**src/rtl/alu_result_fifo.sv**
```systemverilog
// alu_result_fifo: first-word-fall-through FIFO that queues ALU results
// (result, carry-out, select) for a downstream consumer.
//
// Optional feature macro: ALU_RESULT_FLAGS_EN
//   defined   -> zero/neg flags are computed at push and stored per entry
//   undefined -> no flag storage; out_zero/out_neg are tied low
//
// Handshake: a push happens on a rising edge when in_valid & in_ready; a pop
// happens on the same edge when out_valid & out_ready. in_ready depends only
// on occupancy (never on out_ready), and out_valid depends only on occupancy,
// so there is no combinational path from any input to any output.
module alu_result_fifo #(
    parameter int DEPTH = 4,
    parameter int WIDTH = 32
) (
    input  logic                     clk,
    input  logic                     rst_n,
    input  logic                     in_valid,
    input  logic [WIDTH-1:0]         in_result,
    input  logic                     in_carry,
    input  logic [1:0]               in_select,
    output logic                     in_ready,
    output logic                     out_valid,
    input  logic                     out_ready,
    output logic [WIDTH-1:0]         out_result,
    output logic                     out_carry,
    output logic [1:0]               out_select,
    output logic                     out_zero,
    output logic                     out_neg,
    output logic [$clog2(DEPTH):0]   count,
    output logic                     drop_err,
    input  logic                     clr_err
);

    localparam int PW = $clog2(DEPTH);
    localparam int CW = PW + 1;
    localparam logic [CW-1:0] FULL_COUNT = CW'(DEPTH);
    localparam logic [PW-1:0] PTR_ONE    = PW'(1);
    localparam logic [CW-1:0] CNT_ONE    = CW'(1);

    logic [WIDTH-1:0] result_mem [DEPTH];
    logic             carry_mem  [DEPTH];
    logic [1:0]       select_mem [DEPTH];

    logic [PW-1:0] wr_ptr;
    logic [PW-1:0] rd_ptr;
    logic [CW-1:0] count_q;
    logic          push;
    logic          pop;
    logic          head_zero;
    logic          head_neg;

    // Handshake qualification from occupancy only
    always_comb begin
        in_ready  = (count_q < FULL_COUNT);
        out_valid = (count_q != '0);
        push      = in_valid & in_ready;
        pop       = out_valid & out_ready;
    end

    // Entry storage; not reset because reset discards entries via the pointers
    always_ff @(posedge clk) begin
        if (push) begin
            result_mem[wr_ptr] <= in_result;
            carry_mem[wr_ptr]  <= in_carry;
            select_mem[wr_ptr] <= in_select;
        end
    end

`ifdef ALU_RESULT_FLAGS_EN
    logic zero_mem [DEPTH];
    logic neg_mem  [DEPTH];

    // Flags are derived once at push time and stored alongside the entry
    always_ff @(posedge clk) begin
        if (push) begin
            zero_mem[wr_ptr] <= (in_result == '0);
            neg_mem[wr_ptr]  <= in_result[WIDTH-1];
        end
    end

    // Head flags read straight from the read pointer
    always_comb begin
        head_zero = zero_mem[rd_ptr];
        head_neg  = neg_mem[rd_ptr];
    end
`else
    // Flag feature absent: head flags are constant zero
    always_comb begin
        head_zero = 1'b0;
        head_neg  = 1'b0;
    end
`endif

    // Pointers and occupancy; pointers wrap naturally since DEPTH is a power of two
    always_ff @(posedge clk or negedge rst_n) begin
        if (!rst_n) begin
            wr_ptr  <= '0;
            rd_ptr  <= '0;
            count_q <= '0;
        end else begin
            if (push) wr_ptr <= wr_ptr + PTR_ONE;
            if (pop)  rd_ptr <= rd_ptr + PTR_ONE;
            case ({push, pop})
                2'b10:   count_q <= count_q + CNT_ONE;
                2'b01:   count_q <= count_q - CNT_ONE;
                default: count_q <= count_q;
            endcase
        end
    end

    // Sticky refused-push flag; a drop in the same cycle beats the clear
    always_ff @(posedge clk or negedge rst_n) begin
        if (!rst_n) begin
            drop_err <= 1'b0;
        end else if (in_valid && !in_ready) begin
            drop_err <= 1'b1;
        end else if (clr_err) begin
            drop_err <= 1'b0;
        end
    end

    // Head fields fall through from the read pointer, forced to zero when empty
    always_comb begin
        count      = count_q;
        out_result = '0;
        out_carry  = 1'b0;
        out_select = 2'b00;
        out_zero   = 1'b0;
        out_neg    = 1'b0;
        if (out_valid) begin
            out_result = result_mem[rd_ptr];
            out_carry  = carry_mem[rd_ptr];
            out_select = select_mem[rd_ptr];
            out_zero   = head_zero;
            out_neg    = head_neg;
        end
    end

endmodule

```
**config.mk**
```make
export PLATFORM = sky130hd
export DESIGN_NAME = alu_result_fifo
export DESIGN_NICKNAME = d
export VERILOG_FILES = /design/src/rtl/alu_result_fifo.sv
export SDC_FILE = /design/constraint.sdc
export NUM_CORES = 1
export LEC_CHECK = 0
export CAP_MARGIN = 20
export CELL_PAD_IN_SITES_DETAIL_PLACEMENT = 0
export CELL_PAD_IN_SITES_GLOBAL_PLACEMENT = 1
export CORE_MARGIN = 2
export CORE_UTILIZATION = 50
export CTS_CLUSTER_SIZE = 16
export DETAILED_ROUTE_END_ITERATION = 10
export PLACE_DENSITY_LB_ADDON = 0.1
export SYNTH_ARGS = -nofsm -noshare
export SYNTH_HDL_FRONTEND = slang
export SYNTH_SLANG_ARGS = --single-unit
```
**constraint.sdc**
```tcl
create_clock -name clk -period 5.8 [get_ports clk]
set_clock_uncertainty 0.1 [all_clocks]
set_input_delay 1.74 -clock clk [delete_from_list [all_inputs] [get_ports clk]]
set_output_delay 1.74 -clock clk [all_outputs]
set_load 0.02 [all_outputs]
```
### After elaboration in Yosys (flattened, before gate mapping)

Memory sizes are Yosys's and may differ from the RTL's.
Index checks and enable logic that the tools add are counted.

* bits in registers: 8
* memory bits (writable): 140
* input port bits: 40
* output and inout port bits: 43
* word-level logic and storage cells: 29
* memories kept: 3

* $add $sub $neg: 4
* $lt $le $gt $ge: 1
* eq/ne operators: 2
* mux-type cells: 8
* bitwise logic cells: 2
* reductions and logical operators: 5

Memory list
* result_mem: words 4, width 32, rd ports 1, clocked after Yosys merged registers in 0, wr ports 1, line 41 `logic [WIDTH-1:0] result_mem [DEPTH];`
* select_mem: words 4, width 2, rd ports 1, clocked after Yosys merged registers in 0, wr ports 1, line 43 `logic [1:0] select_mem [DEPTH];`
* carry_mem: words 4, width 1, rd ports 1, clocked after Yosys merged registers in 0, wr ports 1, line 42 `logic carry_mem [DEPTH];`

Operators by type and width (number)
* 32-bit 2-to-1 mux: 1
* 3-bit one-hot mux with 2 select lines: 1
* 1-bit 2-to-1 mux: 5
* 2-bit by 1-bit adder with 2-bit output, second input constant: 2
* 2-bit nonzero test: 2
* 3-bit by 1-bit adder with 3-bit output, second input constant: 1
* 3-bit < comparator, second input constant: 1
* 3-bit nonzero test: 1
* 3-bit by 1-bit subtractor with 3-bit output, second input constant: 1
* 1-bit bitwise AND: 2
* 2-bit by 1-bit == test with 1-bit output, second input constant: 1
* 2-bit == test, second input constant: 1
* 2-bit 2-to-1 mux: 1
* 1-bit logical AND: 1
* 1-bit zero test: 1

### Logic depth before layout (Yosys ltp)

* word-level depth: 4
* mapped depth: 9
* mapped depth without buffers: 8

### Worst setup path after synthesis

No wires, ideal clock.

* path kind: input to register
* from: input port in_valid
* to: memory carry_mem[0] (enable)
* library setup time: 0.395 ns
* data arrival time: 2.966 ns
* setup slack: 2.338 ns
* stages on the path: 3
* path through: nor2b_1 > clkbuf_1 > and2_1

* longest elaborated chain between the ends: 3

RTL lines
* start: declaration: line 18 `input logic in_valid,`
* 1-bit bitwise AND: line 57 `push = in_valid & in_ready;`
* 1-bit 2-to-1 mux: line 63 `if (push) begin`
* 1-bit 2-to-1 mux (implied by the code): line 65 `carry_mem[wr_ptr] <= in_carry;`
* end: declaration: line 42

No other way between the ends.

### Final worst setup path

* from: register rd_ptr[0]
* to: output port out_result[26]

* longest elaborated chain between the ends: 2

RTL lines
* start: declaration: line 46 `logic [PW-1:0] rd_ptr;`
* start signal: assignment: line 103 `if (pop) rd_ptr <= rd_ptr + PTR_ONE;`
* memory 4 x 32 bit
* 32-bit 2-to-1 mux: line 131 `if (out_valid) begin`
* end: declaration: line 25 `output logic [WIDTH-1:0] out_result,`

No other way between the ends.

==> flow_metrics.tcl <==
set metrics [dict create \
    critical-path-slowest-cell "dfrtp_2" \
    worst-path-max-fanout 15 \
    clkSlewWorstSetupHoldPaths_ns 0.06 \
    required_ns 3.96 \
    clock.fmax_mhz 222.9 \
    antenna_found_initial 0 \
    gp_congestion 0.6540 \
    cp_cell_sequence "buf_4 -> mux4_2 -> and2_1 -> clkdlybuf4s50_1" \
    r2r_end "count[2]" \
    core_area_sq_um 11370 \
    first_pass_iters 4 \
    viasPerCell 5.295 \
    post_cts_resized 0 \
    setup-tns-final_ns 0 \
    cp-start-kind "flip-flop" \
    cts_hold_buf 0 \
    worst-path-buf-inv 2 \
    synth_seq_cells 148 \
    grt_overflow_total 0 \
    r2r_start "count[2]" \
    grt_use_met3_pct 5.879 \
    die_area_sq_um 12500 \
    synth_top_cell_area_share_pct 72.32 \
    seq_area_frac_synth_pct 75.76 \
    cts-root-buf "clkbuf_16" \
    maxSlewViolCount 0 \
    final_area_sq_um 7281 \
    cp_data_arrival_time_ns 2.65 \
    critPathMaxStageDelay_ns 0.58 \
    grt_use_met1_pct 21.73 \
    grt.busiest_layer "met2" \
    critical_path_class "reg2out" \
    pin_count 83 \
    cts_sinks 148 \
    drive_above_1_share_pct 17.89 \
    grt_max_degree 37 \
    p_per_area_nw_per_um2 536.6 \
    crit_path_end_kind "primary output" \
    irDropWorstVdd_uv 308.1 \
    timing.slew.headroom_pct 34.22 \
    htree_levels 4 \
    reg2reg_slack_ns 3.19 \
    grt_pass1_wl_um 15510 \
    endpoint "out_result[26]" \
    p_leak_nw 2.439 \
    final-seq-area_sq_um 4407 \
    report.final.setup_viol 0 \
    fin_nets 402 \
    crit_family "buffers and inverters" \
    path_depth 4 \
    nFillCells 809 \
    period_share_pct 77.37 \
    die-height_um 111.8 \
    wl_per_cell_um 19.12 \
    first_global_vias 2909 \
    setup.worst_path.start "rd_ptr[0]" \
    drt_iter0_markers 123 \
    drt-total-wl_um 9790 \
    start_util_pct 51.13 \
    synth_top_cell_by_area "edfxtp_1" \
    io_buffers 80 \
    synth.area.top_cells "edfxtp_1 (72%), mux4_2 (11%), and2_1 (4.3%)" \
    rsz0062_at_grt "no" \
    dp_hpwl_um 5495 \
    mappedNetlistArea_sq_um 5813 \
    finalHoldViolCount 0 \
    timing.final.crit_period_ns 4.487 \
    std_cell_rows 39 \
    synth_cell_type_count 23 \
    insertedDiodeCount 0 \
    async_flop_share_pct 5.405 \
    drtAntennaViolNets 0 \
    postCtsSetupBuffers 0 \
    r2r_cells 8 \
    cts-buffers-inserted 17 \
    die_x_um 111.8 \
    status "complete, no violations" \
    clk_latency_ns 0.40 \
    hold_path_class "reg2reg" \
    grtUsageMet2_pct 27.47 \
    cts_tree "yes" \
    multiInputGateArea_sq_um 1261 \
    grt_usage_pct 16.67 \
    num_vias 2711 \
    max_cap_viol_count 0 \
    netlist_instances 268 \
    area_growth_pct 25.25 \
    ys.flop_type "edfxtp_1" \
    yosysMostFrequentCell "edfxtp_1" \
    place_area_sq_um 6700 \
    synth_edf_count 140 \
    ys_top_cells_by_count "edfxtp_1 (140), and2_1 (40), mux4_2 (28)" \
    syn_area_per_cell_sq_um 21.69 \
    drt_drc_violations_left 0 \
    tightest_slew_ns 0.9867 \
    cts.path.max_buffers 2 \
    synth_warnings 0 \
]
==> metal layers <==
metal | wire length (um) | up-vias | share of wire, %
met4 | 76 | 0 | 0.78
met1 | 4352 | 1403 | 44
li1 | - | 1235 | -
met2 | 4895 | 67 | 50
met3 | 466 | 6 | 4.8
met5 | 0 | - | 0
==> through the flow <==
step	utilization, %	worst slack (ns)	std cells	power, mW	hold WS [ns]
2_1_floorplan	-	2.338	269	2.358	0.4796
3_3_place_gp	58.93	1.714	480	2.891	0.4017
3_5_place_dp	58.93	1.701	480	2.899	0.4192
4_1_cts	64.04	1.260	512	3.955	0.4268
5_1_grt	64.04	1.161	512	4.099	0.4523
6_report	64.04	1.313	512	3.907	0.4240
==> flip-flops by register name (all words and copies together) (netlist names) <==
| name | cells |
|---|---|
| wr_ptr | 2 |
| count | 3 |
| drop_err | 1 |
| rd_ptr | 2 |
| select_mem | 8 |
| result_mem | 128 |
| carry_mem | 4 |
==> cell usage in the layout (no fill, tap or decap), drive strengths merged, types with 3 or more instances in the layout <==
cell | Yosys | final
mux4 | 35 | 35
ha | 5 | 5
edfxtp | 140 | 140
clkinv | 0 | 5
clkinvlp | 0 | 3
clkbuf | 4 | 18
buf | 11 | 3
inv | 8 | 12
and2 | 40 | 40
clkdlybuf4s50 | 0 | 80
xnor2 | 4 | 4
dfrtp | 8 | 8
==> cell families (layout without fill, tap and decap cells) <==
family	after synthesis	in the layout	share of synthesized area, %
other cells	1	2	0.06451
buf+inv	23	123	2.690
fa+ha+maj	6	6	1.421
mux	36	36	14.18
xor+xnor	6	6	0.9040
compound gates	2	2	0.1722
simple gates	46	46	4.800
flops	148	148	75.76
==> area by class of cell <==
class / instances / area share (%)
Sequential cell: 148 / 60.53
Tap cell: 143 / 2.457
Clock inverter: 14 / 2.079
Inverter: 8 / 0.4124
Timing Repair Buffer: 83 / 11.31
Multi-Input combinational cell: 98 / 17.32
Clock buffer: 18 / 5.894
==> how the worst min path moves through the flow <==
stage / startpoint / endpoint / slack [ns] / depth (start not counted)
5_1_grt: count[0] / count[0] / 0.45 / 1
3_3_place_gp: count[0] / count[0] / 0.40 / 1
4_1_cts: count[0] / count[0] / 0.43 / 1
2_1_floorplan: wr_ptr[1] / wr_ptr[1] / 0.48 / 2
3_5_place_dp: count[0] / count[0] / 0.42 / 1
6_report: count[0] / count[0] / 0.42 / 1
==> where the power goes <==
group / internal (mW) / leakage, nW / switching, mW
logic: 0.732 / 0.802 / 0.655
clock network: 0.637 / 0.273 / 0.413
registers: 1.35 / 1.36 / 0.118
(Power assumes the default switching activity.)
==> patch 1: new RTL, config.mk and constraints unchanged <==
Add a define of `ALU_RESULT_FLAGS_EN`.
--- a/src/rtl/alu_result_fifo.sv
+++ b/src/rtl/alu_result_fifo.sv
@@ -10,4 +10,6 @@
 // on occupancy (never on out_ready), and out_valid depends only on occupancy,
 // so there is no combinational path from any input to any output.
+`define ALU_RESULT_FLAGS_EN
+
 module alu_result_fifo #(
     parameter int DEPTH = 4,
Formal check against the unedited RTL: not equivalent (Yosys sat finds a counterexample within 4 cycles, from zero or initial values and one cycle with rst_n low).
==> patch 1 against the unedited design <==
The flow now finishes with violations (DRC). Power rose by 1.7%. Sequential cell count grew 4. Final area rose by 2.5%. First-iteration DRC count increased by 44%. Setup slack got worse by 41 ps. Area after synthesis is 2.5% higher. Worst hold slack worse by 3.6 ps. Wire length grew 5.6%. Combinational power increased by 4%.
==> patch 1: results (changes against the unedited design) <==
* Status: complete, but fails checks (was complete, no violations)
* Violated checks: DRC
* Top Metal Used: met4 (unchanged)
* Met3 GRT Util at 5.088% (was 5.879%)
* Largest regs: result_mem (127), select_mem (8) (was result_mem (128), select_mem (8), carry_mem (4))
* Critical path peak fanout at 38 (was 15)
* TritonRoute pass-1 iters at 7 (was 4)
* DR vias at 2850 (was 2711)
* Post-DP HPWL at 5838 µm (was 5495 µm)
* Pleak at 2.467 nW (was 2.439 nW)
* Reg2Reg Setup Slack at 3500 ps (was 3190 ps)
* Nets at 418 (was 402)
* GR Util met1 at 22.36% (was 21.73%)
* Worst stage delay on the critical path at 600 ps (was 580 ps)
* EDFF count, synth at 144 (was 140)
* Synth area leaders: edfxtp_1 (73%), mux4_2 (14%), and2_1 (4.3%), dfrtp_1 (3.4%), ha_1 (1.1%) (was edfxtp_1 (72%), mux4_2 (11%), and2_1 (4.3%), dfrtp_1 (3.4%), mux4_1 (3.2%))
* Unique masters post-synth at 22 (was 23)
* WL met3 at 530 µm (was 466 µm)
* Critical R2R Launch: count[0] (was count[2])
* Vias in the first global route at 3010 (was 2909)
* WL met1 at 4345 µm (was 4352 µm)
* All-Layer GR Usage at 17.75% (was 16.67%)
* Peak ir drop on the vdd network at 0.2607 mV (was 0.3081 mV)
* Top cells by count, synth: edfxtp_1 (144), and2_1 (41), mux4_2 (36) (was edfxtp_1 (140), and2_1 (40), mux4_2 (28))
* DR iter-0 viols at 177 (was 123)
* Global-route wire length before repair at 16250 µm (was 15510 µm)
* GRT met2 Usage at 29.14% (was 27.47%)
* Routed length per placed instance at 19.58 µm (was 19.12 µm)
* Post-route DRC at 4 (was 0)
* R2R cell count at 9 (was 8)
* Layout cells sized above 1 at 19.22% (was 17.89%)
* Met2 routed WL at 5279 µm (was 4895 µm)
* Skew-Pair Late Insertion Delay at 410 ps
* Crit path DAT at 2690 ps (was 2650 ps)
* PortBufs at 82 (was 80)
* Largest net degree at the start of global routing at 40 (was 37)
[patch 1: changes by cell type after synthesis]
cell / before / now
and2_1: 40 / 41
buf_4: 2 / 1
edfxtp_1: 140 / 144
buf_12: 3 / 0
nor4_1: 0 / 8
buf_6: 1 / 3
nand4_1: 0 / 2
nor2_1: 1 / 2
clkbuf_1: 4 / 5
mux4_1: 7 / 0
conb_1: 1 / 0
mux4_2: 28 / 36
[patch 1: layout make-up]
| type | count | share of cell area [%] |
|---|---|---|
| repair buffers | 84 | 11.19 |
| clock buffers | 24 | 6.720 |
| clock inverters | 8 | 0.9385 |
| multi-input cells | 109 | 17.71 |
| inverters | 8 | 0.4022 |
| flip-flops and latches | 152 | 60.63 |
| well taps | 143 | 2.397 |
[patch 1: stage by stage]
step                      worst slack, ps  hold slack (ps)  instance area (µm²)  cells
after detailed placement             1643            410.3                 6894    496
final                                1272            420.4                 7466    528
after CTS                            1198            420.6                 7466    528
after global routing                 1097            448.6                 7466    528
after floorplan                      2315            479.6                 5957    283
after global placement               1659            406.2                 6894    496
[patch 1: cells by family after synthesis]
logic type	Yosys count	synth area share, %
fa+ha+maj	6	1.386
flops	152	75.95
compound gates	2	0.1680
xor+xnor	6	0.8822
mux	37	13.78
simple gates	58	5.902
buf+inv	22	1.932
[patch 1: power breakdown]
group | leakage (nW) | switching (mW) | internal (mW)
Sequential | 1.40 | 0.102 | 1.39
Combinational | 0.783 | 0.691 | 0.758
Clock | 0.282 | 0.393 | 0.643
Total | 2.47 | 1.19 | 2.79
==> patch 2: new RTL, same flow settings <==
Made on the original files. Register the output `count`, cleared by the reset; this adds one clock of latency there. The other outputs are not delayed to match.
--- a/src/rtl/alu_result_fifo.sv
+++ b/src/rtl/alu_result_fifo.sv
@@ -38,4 +38,6 @@
     localparam logic [PW-1:0] PTR_ONE    = PW'(1);
     localparam logic [CW-1:0] CNT_ONE    = CW'(1);
+
+    logic [$clog2(DEPTH):0] count_d;
 
     logic [WIDTH-1:0] result_mem [DEPTH];
@@ -123,5 +125,5 @@
     // Head fields fall through from the read pointer, forced to zero when empty
     always_comb begin
-        count      = count_q;
+        count_d    = count_q;
         out_result = '0;
         out_carry  = 1'b0;
@@ -138,4 +140,12 @@
     end
 
+    always_ff @(posedge clk or negedge rst_n) begin
+        if (!rst_n) begin
+            count <= '0;
+        end else begin
+            count <= count_d;
+        end
+    end
+
 endmodule
 
Check against the original RTL: not equivalent (a bounded check fails within 4 cycles, from zero or initial values and one cycle with rst_n low).
==> patch 2 against the unedited design <==
Sequential cell count grew 3. Final area grew 1.9%. Synthesized cell count grew 1.1%. Highest routed layer unchanged. Wire length grew 1.4%. Power grew 4.2%. Area after synthesis grew 1.3%. Setup slack lost 130 ps. Critical path type unchanged.
==> patch 2: results (changes against the unedited design) <==
* Mux share of post-synthesis cell area at 14.00% (was 14.18%)
* Vias in the first global route at 2969 (was 2909)
* Adder-Cell Fraction of Synth Area at 1.402% (was 1.421%)
* Xor and xnor area share after synthesis at 0.8925% (was 0.9040%)
* Peak ir drop on the vdd network at 0.3432 mV (was 0.3081 mV)
* Finished Layout Cells at 514 (was 512)
* DP Area at 6775 µm² (was 6700 µm²)
* DR vias at 2734 (was 2711)
* Critical R2R Launch: count_d[0] (was count[2])
* Sequential share of the synthesized area at 76.07% (was 75.76%)
* Avg Inst Size Synth at 21.73 µm² (was 21.69 µm²)
* Top_reg_cell synth: edfxtp_1 (unchanged)
* Layout cells sized above 1 at 16.71% (was 17.89%)
* RD Place Congestion at 0.6598 (was 0.6540)
* Placed Cells at 483 (was 480)
* Synth area leaders: edfxtp_1 (71%), mux4_2 (11%), dfrtp_1 (4.7%), and2_1 (4.2%), mux4_1 (3.1%) (was edfxtp_1 (72%), mux4_2 (11%), and2_1 (4.3%), dfrtp_1 (3.4%), mux4_1 (3.2%))
* Rel. slew slack at 33.99% (was 34.22%)
* Crit path DAT at 2780 ps (was 2650 ps)
* Nets at 405 (was 402)
* Number of fill cells at 821 (was 809)
* Postcts setup bufs at 0 (unchanged)
* Area fraction in compound gates after synthesis at 0.1700% (was 0.1722%)
* Global-route wire length before repair at 15740 µm (was 15510 µm)
* Largest regs: result_mem (128), select_mem (8), carry_mem (4) (unchanged)
* Unique masters post-synth at 23 (unchanged)
* Post-DP HPWL at 5570 µm (was 5495 µm)
* Routed length per placed instance at 19.32 µm (was 19.12 µm)
* Pleak at 2.508 nW (was 2.439 nW)
* Critical path peak fanout at 20 (was 15)
* Worst min-delay path startpoint: count_d[1] (was count[0])
* Ys async rst share at 7.285% (was 5.405%)
* Status: complete, no violations (unchanged)
* All-Layer GR Usage at 17.15% (was 16.67%)
* Top cells by count, synth: edfxtp_1 (140), and2_1 (40), mux4_2 (28) (unchanged)
* Largest net degree at the start of global routing at 39 (was 37)
patch 2: worst paths after layout:
path                                   to  slack [ps]  cells after the start
setup / recovery           out_result[28]        1180                      4
hold / removal                   count[1]         300                      0
min in group asynchronous      count_d[2]        1560                      1
max in group asynchronous       rd_ptr[0]        3670                      1
hold reg to reg                  count[1]         300                      0
setup reg to reg               count_d[2]        3480                      9
patch 2: area by class of cell:
type / count / area share [%]
sequential: 151 / 60.44
multi-input combinational: 98 / 17.01
timing repair buffer: 83 / 11.10
clock buffer: 20 / 5.888
clock inverter: 11 / 2.750
tap: 143 / 2.413
inverter: 8 / 0.4049
patch 2: per-stage QoR:
| stage | worst slack [ps] | util (%) |
|---|---|---|
| 4_1_cts | 1096 | 64.67 |
| 2_1_floorplan | 2339 | - |
| 6_report | 1181 | 64.67 |
| 3_3_place_gp | 1608 | 59.08 |
| 3_5_place_dp | 1564 | 59.08 |
| 5_1_grt | 1010 | 64.67 |
patch 2: kinds of logic (layout without fill, tap and decap cells):
logic type	after synthesis	after routing
DFF	151	151
xor gates and xnor gates	6	6
AOI/OAI and AO/OA	2	2
buffers and inverters	23	122
adders and majority gates	6	6
and+or+nand+nor	46	46
other	1	2
muxes	36	36
patch 2: critical path: stages, from the launching register on:
cell and delay, ps:
dfrtp_2 760, buf_4 350, mux4_2 540, and2_1 180, clkdlybuf4s50_1 530
patch 2: power by group:
group / switching [mW] / internal [mW]
logic: 0.631 / 0.732
clock network: 0.391 / 0.798
registers: 0.136 / 1.38
total: 1.16 / 2.91
patch 2: metal layers:
metal / vias to the layer above / share of wire (%) / GRT usage [%]
li1: 1238 / - / -
met1: 1419 / 42 / 20.74
met5: - / 0 / 0
met4: 0 / 1.9 / 7.317
met2: 62 / 52 / 29.28
met3: 15 / 3.7 / 4.644
